--- config.mk ---
export PLATFORM = sky130hd
export DESIGN_NAME = mem_port_arbiter
export DESIGN_NICKNAME = d
export VERILOG_FILES = /design/src/rtl/mem_port_arbiter.sv
export SDC_FILE = /design/constraint.sdc
export NUM_CORES = 1
export LEC_CHECK = 0
export CAP_MARGIN = 15
export CORE_AREA = 2 2 91 93
export CTS_CLUSTER_SIZE = 20
export DETAILED_ROUTE_END_ITERATION = 10
export DIE_AREA = 0 0 93 95
export GPL_TIMING_DRIVEN = 0
export MAX_ROUTING_LAYER = met4
export PLACE_DENSITY = 0.84
export REMOVE_ABC_BUFFERS = 1
export SLEW_MARGIN = 5
export SYNTH_ARGS = -nofsm -noshare
export SYNTH_HDL_FRONTEND = slang
export SYNTH_SLANG_ARGS = --single-unit
--- constraint.sdc ---
create_clock -name clk -period 3.51 [get_ports clk]
set_input_delay 0.5265 -clock clk [delete_from_list [all_inputs] [get_ports clk]]
set_output_delay 0.5265 -clock clk [all_outputs]
set_load 0.01 [all_outputs]
--- src/rtl/mem_port_arbiter.sv ---
// mem_port_arbiter: two-requester arbiter/sequencer for a 16x32 data memory
// with a registered (1-cycle latency) read port.
//   clk, rst                     clock, asynchronous active-high reset
//   pN_req/we/addr/wdata (N=0,1) requester access (held until pN_gnt)
//   pN_gnt, pN_err               grant pulse, out-of-range flag (with grant)
//   pN_rvalid, rdata             read data return, one cycle after a read grant
//   mem_wr_addr/mem_rd_addr      memory addresses (hold last value when idle)
//   mem_reg_wr, mem_wr_din       memory write enable / data
//   mem_rd_dat                   memory read data (registered inside the memory)
// Grants, error flags, rvalid and the memory controls are combinational so a
// winner is served in the same cycle it is picked.
module mem_port_arbiter #(
   parameter int unsigned DATA_W     = 32,
   parameter int unsigned ADDR_W     = 5,
   parameter int unsigned DEPTH      = 16,
   parameter int unsigned FIXED_PRIO = 0
) (
   input  logic              clk,
   input  logic              rst,
   input  logic              p0_req,
   input  logic              p0_we,
   input  logic [ADDR_W-1:0] p0_addr,
   input  logic [DATA_W-1:0] p0_wdata,
   output logic              p0_gnt,
   output logic              p0_rvalid,
   output logic              p0_err,
   input  logic              p1_req,
   input  logic              p1_we,
   input  logic [ADDR_W-1:0] p1_addr,
   input  logic [DATA_W-1:0] p1_wdata,
   output logic              p1_gnt,
   output logic              p1_rvalid,
   output logic              p1_err,
   output logic [DATA_W-1:0] rdata,
   output logic [ADDR_W-1:0] mem_wr_addr,
   output logic [ADDR_W-1:0] mem_rd_addr,
   output logic              mem_reg_wr,
   output logic [DATA_W-1:0] mem_wr_din,
   input  logic [DATA_W-1:0] mem_rd_dat
);

   typedef enum logic {IDLE, RD_WAIT} state_t;

   state_t            state_q, state_d;
   logic              rr_ptr_q, rr_ptr_d;
   logic              rd_port_q, rd_port_d;
   logic [ADDR_W-1:0] addr_q, addr_d;
   logic [DATA_W-1:0] wdata_q, wdata_d;
   logic [DATA_W-1:0] rdata_q, rdata_d;

   // Winner selection and the winner's request fields
   logic              any_req;
   logic              win;
   logic              sel_we;
   logic [ADDR_W-1:0] sel_addr;
   logic [DATA_W-1:0] sel_wdata;
   logic              in_range;

   always_comb begin
      any_req = !rst && (p0_req || p1_req);
      if (FIXED_PRIO != 0)
         win = !p0_req;
      else if (p0_req && p1_req)
         win = rr_ptr_q;
      else
         win = !p0_req;
      sel_we    = win ? p1_we    : p0_we;
      sel_addr  = win ? p1_addr  : p0_addr;
      sel_wdata = win ? p1_wdata : p0_wdata;
      in_range  = sel_addr < ADDR_W'(DEPTH);
   end

   // State register plus held address/data/read-data registers
   always_ff @(posedge clk or posedge rst) begin
      if (rst) begin
         state_q   <= IDLE;
         rr_ptr_q  <= 1'b0;
         rd_port_q <= 1'b0;
         addr_q    <= '0;
         wdata_q   <= '0;
         rdata_q   <= '0;
      end else begin
         state_q   <= state_d;
         rr_ptr_q  <= rr_ptr_d;
         rd_port_q <= rd_port_d;
         addr_q    <= addr_d;
         wdata_q   <= wdata_d;
         rdata_q   <= rdata_d;
      end
   end

   // Next state and outputs
   always_comb begin
      state_d   = state_q;
      rr_ptr_d  = rr_ptr_q;
      rd_port_d = rd_port_q;
      addr_d    = addr_q;
      wdata_d   = wdata_q;
      rdata_d   = rdata_q;
      rdata     = rdata_q;
      p0_gnt    = 1'b0;
      p1_gnt    = 1'b0;
      p0_err    = 1'b0;
      p1_err    = 1'b0;
      p0_rvalid = 1'b0;
      p1_rvalid = 1'b0;
      mem_reg_wr = 1'b0;

      case (state_q)
         IDLE: begin
            if (any_req) begin
               p0_gnt  = !win;
               p1_gnt  = win;
               addr_d  = sel_addr;
               wdata_d = sel_wdata;
               if (!in_range) begin
                  p0_err = !win;
                  p1_err = win;
               end else if (sel_we) begin
                  mem_reg_wr = 1'b1;
               end else begin
                  state_d   = RD_WAIT;
                  rd_port_d = win;
               end
               // The port not served now is preferred at the next contention
               if (FIXED_PRIO == 0)
                  rr_ptr_d = !win;
            end
         end
         RD_WAIT: begin
            rdata     = mem_rd_dat;
            rdata_d   = mem_rd_dat;
            p0_rvalid = !rd_port_q;
            p1_rvalid = rd_port_q;
            state_d   = IDLE;
         end
         default: state_d = IDLE;
      endcase

      mem_wr_addr = addr_d;
      mem_rd_addr = addr_d;
      mem_wr_din  = wdata_d;
   end

endmodule

---- After elaboration in Yosys (flattened, before gate mapping) ----
Index checks and enable logic that the tools add are counted.
operators by class
  order comparisons ....................... 1
  muxes and demuxes ....................... 29
  bitwise gates (word level) .............. 2
  reductions and logical operators ........ 9
operator list
  kind                                       number
  two-way mux 32 bit                         4
  two-way mux 1 bit                          21
  two-way mux 5 bit                          3
  < comparator 5 bit, second input constant  1
  zero test 1 bit                            4
  AND reduction 4 bit                        1
  logical AND 1 bit                          2
  NOT 1 bit                                  2
  one-hot mux 1 bit (2 select lines)         1
  AND reduction 2 bit                        1
  logical OR 1 bit                           1
storage, ports and cells
  register bits after elaboration ......... 72
  bits of input ports ..................... 112
  output and inout port bits .............. 81

---- Longest topological paths before layout ----
Gate-level depths: netlist of run 1.
  word-level depth ........................ 7
  depth in mapped cells ................... 7
  mapped depth without buffers ............ 4

---- Worst setup path before layout of run 1 ----
No wires, ideal clock.
  path kind ............................... input to output
  start ................................... input p0_req
  end ..................................... output mem_wr_addr[0]
  data arrival time ....................... 1.466 ns
  data required time ...................... 2.984 ns
  path slack .............................. 1.518 ns
  stages .................................. 6
  buffers on the path ..................... 2
  cells stage by stage .................... a21bo_1 nor3_1 buf_2 a222oi_1 inv_1 buf_4
on the way
  cells in the longest elaborated chain, start to end .. 5
  elaborated cells on any way between the ends .. 8
  classes of those cells .................. mux: 4; reduce/logical: 4
ends and longest elaborated chain
  item                                                         RTL line  RTL
  start: declaration                                           20        input logic p0_req,
  zero test 1 bit / logical AND 1 bit (equally long branches)  66, 63
  two-way mux 1 bit                                            63        else if (p0_req && p1_req)
  two-way mux 5 bit                                            68        sel_addr = win ? p1_addr : p0_addr;
  two-way mux 5 bit *                                          111       if (any_req) begin
  two-way mux 5 bit *                                          109       case (state_q)
  end: declaration                                             35        output logic [ADDR_W-1:0] mem_wr_addr,
Every way passes the cells marked *; elsewhere a longest branch is shown, timed or not.

---- Worst setup path after layout of run 1 ----
  start ................................... input p0_req
  end ..................................... output mem_wr_din[2]
on the way
  cells in the longest elaborated chain, start to end .. 5
  elaborated cells on any way between the ends .. 8
  classes of those cells .................. mux: 4; reduce/logical: 4
ends and longest elaborated chain
  item                                                         RTL line  RTL
  zero test 1 bit / logical AND 1 bit (equally long branches)  66, 63
  two-way mux 1 bit                                            63
  two-way mux 32 bit                                           69        sel_wdata = win ? p1_wdata : p0_wdata;
  two-way mux 32 bit *                                         111
  two-way mux 32 bit *                                         109
  end: declaration                                             38        output logic [DATA_W-1:0] mem_wr_din,
Marked as above.

==> metrics.md, run 1 <==
| Metric | Value |
|---|---|
| Status | `completed` |
| Pin slew with the least headroom to its limit | `0.5078 ns` |
| I/O Buffers | `192` |
| Yosys cell types | `25` |
| WL/cell | `16.48 um` |
| CP bufs+invs | `5` |
| Vias in the first global route | `2,654` |
| Reg-to-Reg End | `wdata_q[11]` |
| Vias per Instance | `4.977` |
| Crit Path Max Fanout | `15` |
| Num rows | `33` |
| First-pass GRT wire length | `12.69 mm` |
| Max Cap Viol | `0` |
| Initial antenna violation count | `0` |
| Crit path kind | `input pin to output port` |
| Post-route ant nets | `0` |
| Register area share after synthesis | `0.5993` |
| Mapped Area | `0.003007 mm2` |
| R2r worst-path depth | `5` |
| Initial Util | `0.3793` |
| Hold Path Stages | `1` |
| Reg2reg setup slack | `1.59 ns` |
| Data arrival time of the critical path | `2.73 ns` |
| Fmax | `306.8 MHz` |
| Cell Area, Placed | `0.004992 mm2` |
| First drt pass iteration count | `7` |
| Die H | `95 um` |
| Area Overhead vs Synth | `73.49%` |
| Post-Place Cells | `501` |
| Final Hold Viols | `0` |
| Non-filler instance count after layout | `519` |
| Lkg Pwr | `2.309 nW` |
| All-layer global routing usage | `0.1935` |
| Post-route cell area | `0.005216 mm2` |
| CP max stage delay | `0.55 ns` |
| CTS tree | `built` |
| Skew-Pair Late Insertion Delay | `0.34 ns` |
| Yosys warnings | `0` |
| RR Startpoint | `state_q` |
| Number of synthesized register bits | `72` |
| Clock H-tree levels | `3` |
| Syn Inst Count | `220` |
| Kind of end point of the critical path | `output port` |
| Iteration-0 DRC Markers | `165` |
| Slew headroom | `0.6614` |
| Post-DP HPWL | `6.361 mm` |
| Total die area | `0.008835 mm2` |
| Antenna cells | `0` |
| Vias | `2,583` |
| Clk_skew | `0.007386 ns` |
| Mapped Avg Cell Area | `13.67 um2` |
| Endpoints failing setup | `0` |
| CP top delay family | `buffers and inverters` |
| Clock transition at path regs | `0.06 ns` |
| Worst setup SP type | `input pin` |
| Residual DRC count | `0` |
| Unrepaired setup endpoints after global routing | `false` |
| Post-layout net count | `521` |
| Fin crit share | `0.9285` |
| Die X | `93 um` |
| Area leader, netlist | `dfrtp_1` |
| WHS Endpoint | `rdata_q[24]` |
| Critical path's slowest cell | `clkdlybuf4s50_1` |
| Fin. max-slew vios | `0` |
| CTS Buffer Depth | `2` |
| Hold-fix buffers, CTS | `0` |
| Most frequent CP cell | `clkdlybuf4s50_1` |
| Crit path time final | `3.259 ns` |
| Total clock sinks | `72` |
| Root Driver | `clkbuf_8` |
| Data required, critical path | `2.98 ns` |
| Crit path from | `p0_req` |
| Total grt overflow | `0` |
| I/O pins | `193` |
| Power Dens Cells | `543.7 mW/mm2` |
| Final wirelength | `8.554 mm` |
| Pin count of the biggest net entering global routing | `50` |
| Layout cells sized above 1 | `0.1498` |
| Synth area leaders | `dfrtp_1 60%, a222oi_1 12%, mux2_2 12%, inv_1 4.9%, buf_6 3.4%` |
| Worst-path cell chain | `clkdlybuf4s50_1 -> a21bo_1 -> nor3_4 -> buf_6 -> buf_8 -> a222oi_1 -> inv_1 -> clkdlybuf4s50_1` |
| Total core area | `0.007928 mm2` |
| Share of the synthesized area in the top cell type | `0.5993` |
| Num CTS Buffers | `9` |
| VDD IR max | `0.2601 mV` |
| Hold Path Class | `flop to flop` |
| Worst min-delay path startpoint | `rdata_q[24]` |
| RD Place Congestion | `0.7372` |
-- placed cells by master (no fill, tap or decap), types with 2 or more instances in the layout --
| cell | n |
|---|---|
| buf_4 | 2 |
| a222oi_1 | 36 |
| clkdlybuf4s50_1 | 192 |
| clkinv_2 | 2 |
| a21oi_1 | 2 |
| clkbuf_1 | 2 |
| buf_8 | 2 |
| and2_1 | 2 |
| inv_1 | 38 |
| mux2_2 | 32 |
| dfrtp_1 | 71 |
| clkbuf_8 | 11 |
-- power breakdown --
group	internal (mW)	switching [mW]	leakage [nW]	total [mW]
clock	0.366	0.290	0.103	0.656
sequential	1.04	0.0685	0.872	1.11
combinational	0.663	0.410	1.33	1.07
-- state kept, by name, indices dropped and copies added (netlist names) --
register   cells
rd_port_q      1
addr_q         5
rr_ptr_q       1
state_q        1
rdata_q       32
wdata_q       32
-- worst max-delay path by stage --
stage                     depth (start not counted)  slack [ns]              to
after floorplan                                   3       -0.54  mem_rd_addr[0]
after global placement                            6       -2.44  mem_wr_addr[3]
after detailed placement                          8       -0.09   mem_wr_din[2]
after CTS                                         6        0.05  mem_wr_din[11]
after global routing                              7         0.1   mem_wr_din[9]
final                                             8        0.25   mem_wr_din[2]
-- cells in the mapped netlist --
| library cell | number |
|---|---|
| a21bo_2 | 1 |
| o21ai_2 | 1 |
| buf_4 | 5 |
| mux2i_1 | 1 |
| nand2_1 | 1 |
| buf_2 | 6 |
| nor2b_1 | 1 |
| clkbuf_1 | 1 |
| nand4b_1 | 1 |
| buf_6 | 9 |
| and2_1 | 2 |
| mux2_2 | 32 |
| a21bo_1 | 1 |
| dfrtp_1 | 72 |
| nor2_8 | 1 |
| inv_1 | 39 |
| nand3b_1 | 1 |
| a21o_1 | 1 |
| a21boi_2 | 1 |
| a21oi_1 | 2 |
| nor3_1 | 1 |
| mux2_4 | 1 |
| and3_1 | 2 |
| nand2b_1 | 1 |
| a222oi_1 | 36 |
-- worst register-to-register path: cells and delay by family, from the launching register on --
| family | cells | cell delay, ns |
|---|---|---|
| flip-flops | 1 | 0.76 |
| AND/OR/NAND/NOR | 2 | 0.43 |
| buffers and inverters | 2 | 0.31 |
| AO/OA/AOI/OAI | 1 | 0.29 |
-- per-layer routing --
| metal | GRT usage | vias up | share of wire | wire length (um) |
|---|---|---|---|---|
| met4 | 0.06250 | 0 | 0.0077 | 66 |
| li1 | - | 1179 | - | - |
| met3 | 0.05906 | 6 | 0.088 | 752 |
| met2 | 0.3291 | 150 | 0.52 | 4465 |
| met5 | - | - | 0 | 0 |
| met1 | 0.2195 | 1248 | 0.38 | 3271 |
-- repair_timing --
action,in CTS,in global routing
pin swaps,0,1
resized for setup,1,2
endpoints found under the setup margin,15,26
buffers inserted,0,2
-- cell families after synthesis --
group	share of synthesized area
simple gates	0.02747
flops	0.5993
mux	0.1282
compound gates	0.1390
buf+inv	0.1061
-- cell type report --
cell class | instances | area [um2]
fillers | 607 | 2711
repair buffers | 199 | 2026
flip-flops and latches | 72 | 1805
multi-input cells | 88 | 905.9
clock buffers | 13 | 158.9
inverters | 39 | 148.9
well taps | 105 | 131.4
clock inverters | 3 | 40.04
-- metrics by stage --
| step | setup TNS [ns] | power, mW | setup WS (ns) | util | hold WS, ns |
|---|---|---|---|---|---|
| after floorplan | -20.90 | 1.536 | -0.5376 | - | 0.4968 |
| after global placement | -167.19 | 2.148 | -2.442 | 0.6165 | 0.4795 |
| after detailed placement | -1.234 | 2.200 | -0.09467 | 0.6297 | 0.4835 |
| after CTS | 0 | 2.869 | 0.04871 | 0.6556 | 0.4994 |
| after global routing | 0 | 3.002 | 0.09710 | 0.6580 | 0.5143 |
| final | 0 | 2.836 | 0.2509 | 0.6580 | 0.4973 |
Note: power is estimated with default switching activity, not from simulation.
==> inputs of run 2 (changes only) <==
- CORE_AREA: 2 2 91 93 -> 2 2 90 92
- CTS_BUF_LIST: unset -> sky130_fd_sc_hd__clkbuf_8
- DIE_AREA: 0 0 93 95 -> 0 0 92 94
- PLACE_DENSITY: 0.84 -> 0.86
==> metrics.md, run 2 (same netlist as run 1, synthesis figures left out) <==
| Metric | Value |
|---|---|
| Crit path kind | `input pin to output port` |
| Total die area | `0.008648 mm2 (-2.1%)` |
| VDD IR max | `0.3016 mV (+16%)` |
| Worst-path cell chain | `clkdlybuf4s50_1 -> a21bo_1 -> nor3_4 -> buf_6 -> buf_6 -> a222oi_1 -> inv_1 -> clkdlybuf4s50_1` |
| Pin slew with the least headroom to its limit | `0.5041 ns (-0.003743 ns)` |
| Root Driver | `clkbuf_8` |
| Crit path time final | `3.301 ns (+0.04190 ns)` |
| Pin count of the biggest net entering global routing | `39 (-22%)` |
| RD Place Congestion | `0.7631 (+3.5%)` |
| Residual DRC count | `0 (unchanged)` |
| Unrepaired setup endpoints after global routing | `false` |
| Fin crit share | `0.9404 (+0.01194)` |
| Critical path's slowest cell | `clkdlybuf4s50_1` |
| Num rows | `32 (-3.0%)` |
| Total grt overflow | `0 (unchanged)` |
| CTS tree | `built` |
| Hold Slack | `0.4994 ns (+0.002078 ns)` |
| Switching share of power | `0.2662 (-0.005043)` |
| Post-route cell area | `0.005224 mm2 (+0.14%)` |
| Die X | `92 um (-1.1%)` |
| Post-Place Worst Slack | `-0.2114 ns (-0.1167 ns)` |
| Cell Area, Placed | `0.004971 mm2 (-0.43%)` |
| Total core area | `0.007607 mm2 (-4.0%)` |
| Die H | `94 um (-1.1%)` |
| Slew headroom | `0.6639 (+0.002495)` |
| Clock transition at path regs | `0.07 ns (about the same)` |
| Final Hold Viols | `0 (unchanged)` |
| Post-layout net count | `519 (-0.38%)` |
| CP max stage delay | `0.55 ns (about the same)` |
| Internal power | `2.155 mW (+4.3%)` |
| Skew-Pair Late Insertion Delay | `0.33 ns (about the same)` |
| Kind of end point of the critical path | `output port` |
| Gate power share | `0.367 (-0.012)` |
| WL/cell | `17.09 um (+3.7%)` |
| Vias per Instance | `5.006 (+0.58%)` |
| Register area | `0.001805 mm2 (unchanged)` |
| I/O pins | `193 (unchanged)` |
| Power Dens Cells | `562.1 mW/mm2 (+3.4%)` |
| First drt pass iteration count | `5 (-2)` |
| Worst setup SP type | `input pin` |
| Layout cells sized above 1 | `0.1505 (+0.0007270)` |
| CTS Buffer Depth | `2 (unchanged)` |
| Reg-to-Reg End | `addr_q[2]` |
| Clock H-tree levels | `3 (unchanged)` |
| Total clock sinks | `72 (unchanged)` |
| Clk_skew | `0.005774 ns (-0.001612 ns)` |
| Data arrival time of the critical path | `2.77 ns (+0.04 ns)` |
| Multi-input logic area | `909.6 um2 (+0.41%)` |
| Commonest cells after routing, fill and taps aside | `192 x clkdlybuf4s50_1, 71 x dfrtp_1, 38 x inv_1` |
| First-pass GRT wire length | `13.57 mm (+7.0%)` |
| R2r worst-path depth | `5 (unchanged)` |
| Hold Path Class | `flop to flop` |
| Post-route ant nets | `0 (unchanged)` |
| Clk pwr share | `0.258 (+0.027)` |
| NetSw | `0.7816 mW (+1.6%)` |
| RR Startpoint | `state_q` |
| Data required, critical path | `2.98 ns (about the same)` |
| Lkg Pwr | `2.303 nW (-0.27%)` |
| Largest regs | `rdata_q: 32 flops, wdata_q: 32 flops, addr_q: 5 flops` |
| Final wirelength | `8.782 mm (+2.7%)` |
| Most common cell after layout, fill and taps aside | `clkdlybuf4s50_1` |
| Vias in the first global route | `2,719 (+2.4%)` |
| Initial Util | `0.3952 (+0.01597)` |
| Fmax | `302.9 MHz (-1.3%)` |
| All-layer global routing usage | `0.2104 (+0.01687)` |
| Antenna cells | `0 (unchanged)` |
| Iteration-0 DRC Markers | `157 (-4.8%)` |
| Max Cap Viol | `0 (unchanged)` |
| Post-DP HPWL | `6.644 mm (+4.4%)` |
| Initial antenna violation count | `0 (unchanged)` |
| Fillers | `534 (-12%)` |
| I/O Buffers | `192 (unchanged)` |
| Area Overhead vs Synth | `73.74%` |
| Crit Path Max Fanout | `22 (+7)` |
| Final worst slack | `0.2090 ns (-0.04190 ns)` |
| Num CTS Buffers | `9 (unchanged)` |
| Crit path from | `p0_req` |
| Vias | `2,573 (-0.39%)` |
| Hold-fix buffers, CTS | `0 (unchanged)` |
| Status | `completed` |
| Fin. max-slew vios | `0 (unchanged)` |
| Crit path to | `mem_wr_din[29]` |
| Seq pwr share | `0.375 (-0.015)` |
| TNS Setup | `0 ns (unchanged)` |
| Endpoints failing setup | `0 (unchanged)` |
| Reg2reg setup slack | `1.69 ns (+0.10 ns)` |
-- run 2: changes by cell type in the layout (fill, tap and decap cells not counted) --
cell        previous run  this run
buf_8                  2         0
clkbuf_1               2         0
clkinv_2               2         0
clkinvlp_4             0         2
and3_2                 1         0
and3_4                 0         1
buf_12                 1         2
buf_16                 1         0
buf_4                  2         1
buf_6                  1         2
bufinv_16              1         2
clkbuf_8              11        12
-- run 2: power by group through the flow --
stage	Combinational (mW)	Sequential [mW]	Clock (mW)
detailed placement	1.08	1.12	0
floorplan	0.440	1.10	0
finish	1.08	1.10	0.759
CTS	1.09	1.10	0.778
global route	1.15	1.12	0.814
global placement	1.05	1.11	0
-- run 2: how the worst min path moves through the flow --
stage / startpoint / depth (start not counted) / slack, ns / end
after floorplan: rd_port_q / 1 / 0.50 / rd_port_q
after global placement: rdata_q[18] / 1 / 0.48 / rdata_q[18]
after detailed placement: rdata_q[0] / 1 / 0.49 / rdata_q[0]
after CTS: rdata_q[4] / 1 / 0.50 / rdata_q[4]
after global routing: rdata_q[4] / 1 / 0.51 / rdata_q[4]
final: rdata_q[22] / 1 / 0.50 / rdata_q[22]
-- run 2: worst max-delay path: cells and delay by family --
| kind | cells | cell delay, ns |
|---|---|---|
| compound gates | 2 | 0.36 |
| buf+inv | 5 | 1.63 |
| simple gates | 1 | 0.24 |
-- run 2: layout make-up --
cell class,instances,share of cell area
clock buffer,12,0.03162
clock inverter,4,0.01437
inverter,39,0.02850
multi-input combinational,88,0.1741
sequential,72,0.3456
tap,102,0.02443
timing repair buffer,197,0.3813
-- run 2: metal layers --
layer  vias up  routed length [um]  track usage
li1       1178                   -            -
met1      1244                3379       0.2432
met2       139                4497       0.3615
met3        12                 763      0.04976
met4         0                 142      0.07463
met5         -                   0            -
-- run 2: repair_timing --
action | in CTS | in global routing
gates resized for setup | 1 | 2
setup buffers | 1 | 0
setup endpoints to repair | 22 | 35
pin swaps | 1 | 0
-- run 2: per-stage QoR --
stage,utilization,instances,power (mW)
after floorplan,-,199,1.536
final,0.6867,514,2.936
after global placement,0.6419,493,2.155
after CTS,0.6868,515,2.972
after detailed placement,0.6535,498,2.200
after global routing,0.6867,514,3.088
==> inputs of run 3 (changes only) <==
- CORE_AREA: 2 2 90 92 -> 2 2 89 100
- DIE_AREA: 0 0 92 94 -> 0 0 91 102
- PLACE_DENSITY: 0.86 -> 0.8
- clock period: 3.51 -> 3.6 ns (I/O delays scaled with it)
==> metrics.md, run 3 (same netlist as run 1, synthesis figures left out) <==
| Metric | Value |
|---|---|
| Status | `completed` |
| All-layer global routing usage | `0.1830 (-0.02737)` |
| WHS Endpoint | `rdata_q[15]` |
| RR Startpoint | `state_q` |
| Largest regs | `rdata_q: 32 flops, wdata_q: 32 flops, addr_q: 5 flops` |
| Data arrival time of the critical path | `2.92 ns (+0.15 ns)` |
| Worst min-delay path startpoint | `rdata_q[15]` |
| Total clock sinks | `72 (unchanged)` |
| Initial antenna violation count | `0 (unchanged)` |
| Gate power share | `0.396 (+0.029)` |
| Clock H-tree levels | `3 (unchanged)` |
| Final Util | `0.6260 (-0.06069)` |
| Post-route ant nets | `0 (unchanged)` |
| Crit path kind | `input pin to output port` |
| Iteration-0 DRC Markers | `194 (+24%)` |
| Hold-fix buffers, CTS | `0 (unchanged)` |
| R2r worst-path depth | `6 (+1)` |
| CTS Buffer Depth | `2 (unchanged)` |
| Crit path time final | `3.458 ns` |
| Pin slew with the least headroom to its limit | `0.8611 ns (+0.3570 ns)` |
| Lkg Pwr | `2.285 nW (-0.78%)` |
| Total grt overflow | `0 (unchanged)` |
| Seq pwr share | `0.408 (+0.033)` |
| Clock transition at path regs | `0.06 ns (about the same)` |
| Power Dens Cells | `511.0 mW/mm2 (-9.1%)` |
| Hold Path Class | `flop to flop` |
| Multi-input logic area | `905.9 um2 (-0.41%)` |
| Layout cells sized above 1 | `0.1432 (-0.007282)` |
| Met3 Usage GRT | `0.06047 (+0.01071)` |
| Data required, critical path | `3.06 ns (+0.08 ns)` |
| Vias in the first global route | `2,700 (-0.70%)` |
| Busiest grt layer | `met2` |
| Endpoints failing setup | `0 (unchanged)` |
| Fin crit share | `0.9607` |
| Max Cap Viol | `0 (unchanged)` |
| CTS resizes | `0 (-1)` |
| Switching share of power | `0.2814 (+0.01517)` |
| Clk pwr share | `0.196 (-0.062)` |
| Reg2reg setup slack | `1.48 ns (-0.21 ns)` |
| Fin. max-slew vios | `0 (unchanged)` |
| Post-route cell area | `0.005154 mm2 (-1.3%)` |
| Area Overhead vs Synth | `71.41%` |
| Residual DRC count | `0 (unchanged)` |
| Fillers | `683 (+28%)` |
| Reg-to-Reg End | `wdata_q[8]` |
| Vias | `2,562 (-0.43%)` |
| Total die area | `0.009282 mm2 (+7.3%)` |
| Hold Path Stages | `1 (unchanged)` |
| Crit Path Max Fanout | `14 (-36%)` |
| Vias per Instance | `4.899 (-2.1%)` |
| CTS tree | `built` |
| Skew-Pair Late Insertion Delay | `0.32 ns (about the same)` |
| RD Place Congestion | `0.7308 (-4.2%)` |
| Worst setup SP type | `input pin` |
| GRT met1 Usage | `0.2199 (-0.02331)` |
| First drt pass iteration count | `7 (+2)` |
| Num CTS Buffers | `9 (unchanged)` |
| GR Layer Usage met2 | `0.3037 (-0.05782)` |
| Slew headroom | `0.4259 (-0.2380)` |
| Num rows | `35 (+9.4%)` |
| Die X | `91 um (-1.1%)` |
| NetSw | `0.7410 mW (-5.2%)` |
| I/O pins | `193 (unchanged)` |
| Post-layout net count | `519 (unchanged)` |
| Commonest cells after routing, fill and taps aside | `192 x clkdlybuf4s50_1, 71 x dfrtp_1, 41 x inv_1` |
| Pin count of the biggest net entering global routing | `62 (+59%)` |
| First-pass GRT wire length | `13.10 mm (-3.5%)` |
| Most common cell after layout, fill and taps aside | `clkdlybuf4s50_1` |
| Initial Util | `0.3652 (-0.03003)` |
| Total core area | `0.008233 mm2 (+8.2%)` |
| Die H | `102 um (+8.5%)` |
| Kind of end point of the critical path | `output port` |
| Final wirelength | `8.402 mm (-4.3%)` |
| Cell Area, Placed | `0.004990 mm2 (+0.38%)` |
| Final Hold Viols | `0 (unchanged)` |
| Antenna cells | `0 (unchanged)` |
| Internal power | `1.893 mW (-12%)` |
| VDD IR max | `0.3077 mV (+2.0%)` |
| Hold Slack | `0.4986 ns (-0.0007480 ns)` |
| Clk_skew | `0.01021 ns (+0.004438 ns)` |
| WL/cell | `16.07 um (-6.0%)` |
| I/O Buffers | `192 (unchanged)` |
| Register area | `0.001803 mm2 (-0.14%)` |
| Unrepaired setup endpoints after global routing | `false` |
| Fmax | `289.2 MHz` |
| Root Driver | `clkbuf_8` |
| Setup bufs post-CTS | `0 (-1)` |
| Post-DP HPWL | `6.224 mm (-6.3%)` |
[run 3: through the flow]
stage	instances	setup WS (ns)	total power, mW	setup TNS (ns)
CTS	523	0.08211	2.676	0
global route	523	0.003267	2.785	0
global placement	502	-2.345	2.099	-152.61
floorplan	199	-0.4611	1.497	-16.33
finish	523	0.1416	2.634	0
detailed placement	507	0.09313	2.142	0
[run 3: cell type report]
cell class / instances / share of cell area
multi-input combinational: 88 / 0.1758
clock buffer: 9 / 0.02404
tap: 111 / 0.02695
sequential: 72 / 0.3498
timing repair buffer: 197 / 0.3880
inverter: 39 / 0.02889
clock inverter: 7 / 0.006555
[run 3: worst max-delay path by stage]
stage	slack [ns]	end	from
3_3_place_gp	-2.35	mem_wr_din[2]	p0_req
6_report	0.14	mem_wr_din[10]	p0_req
5_1_grt	0.003	mem_wr_din[9]	p0_req
4_1_cts	0.08	mem_wr_din[28]	p0_req
2_1_floorplan	-0.46	mem_rd_addr[0]	state_q
3_5_place_dp	0.09	mem_wr_din[10]	p0_req
[run 3: worst max-delay path: stages]
cell	delay [ns]
clkdlybuf4s50_1	0.56
a21bo_1	0.27
nor3_4	0.20
buf_4	0.24
buf_6	0.18
buf_6	0.16
a222oi_1	0.09
inv_1	0.12
clkdlybuf4s50_1	0.55
[run 3: per-layer routing]
metal / wire length [um] / share of wire / vias up
met3: 701 / 0.083 / 9
met4: 80 / 0.0095 / 0
li1: - / - / 1171
met1: 3411 / 0.41 / 1242
met2: 4208 / 0.50 / 140
met5: 0 / 0 / -
[run 3: power groups by stage]
stage,clock [mW],sequential (mW),combinational [mW]
6_report,0.517,1.07,1.04
5_1_grt,0.573,1.10,1.11
4_1_cts,0.543,1.08,1.06
3_5_place_dp,0,1.09,1.05
3_3_place_gp,0,1.08,1.02
2_1_floorplan,0,1.07,0.429
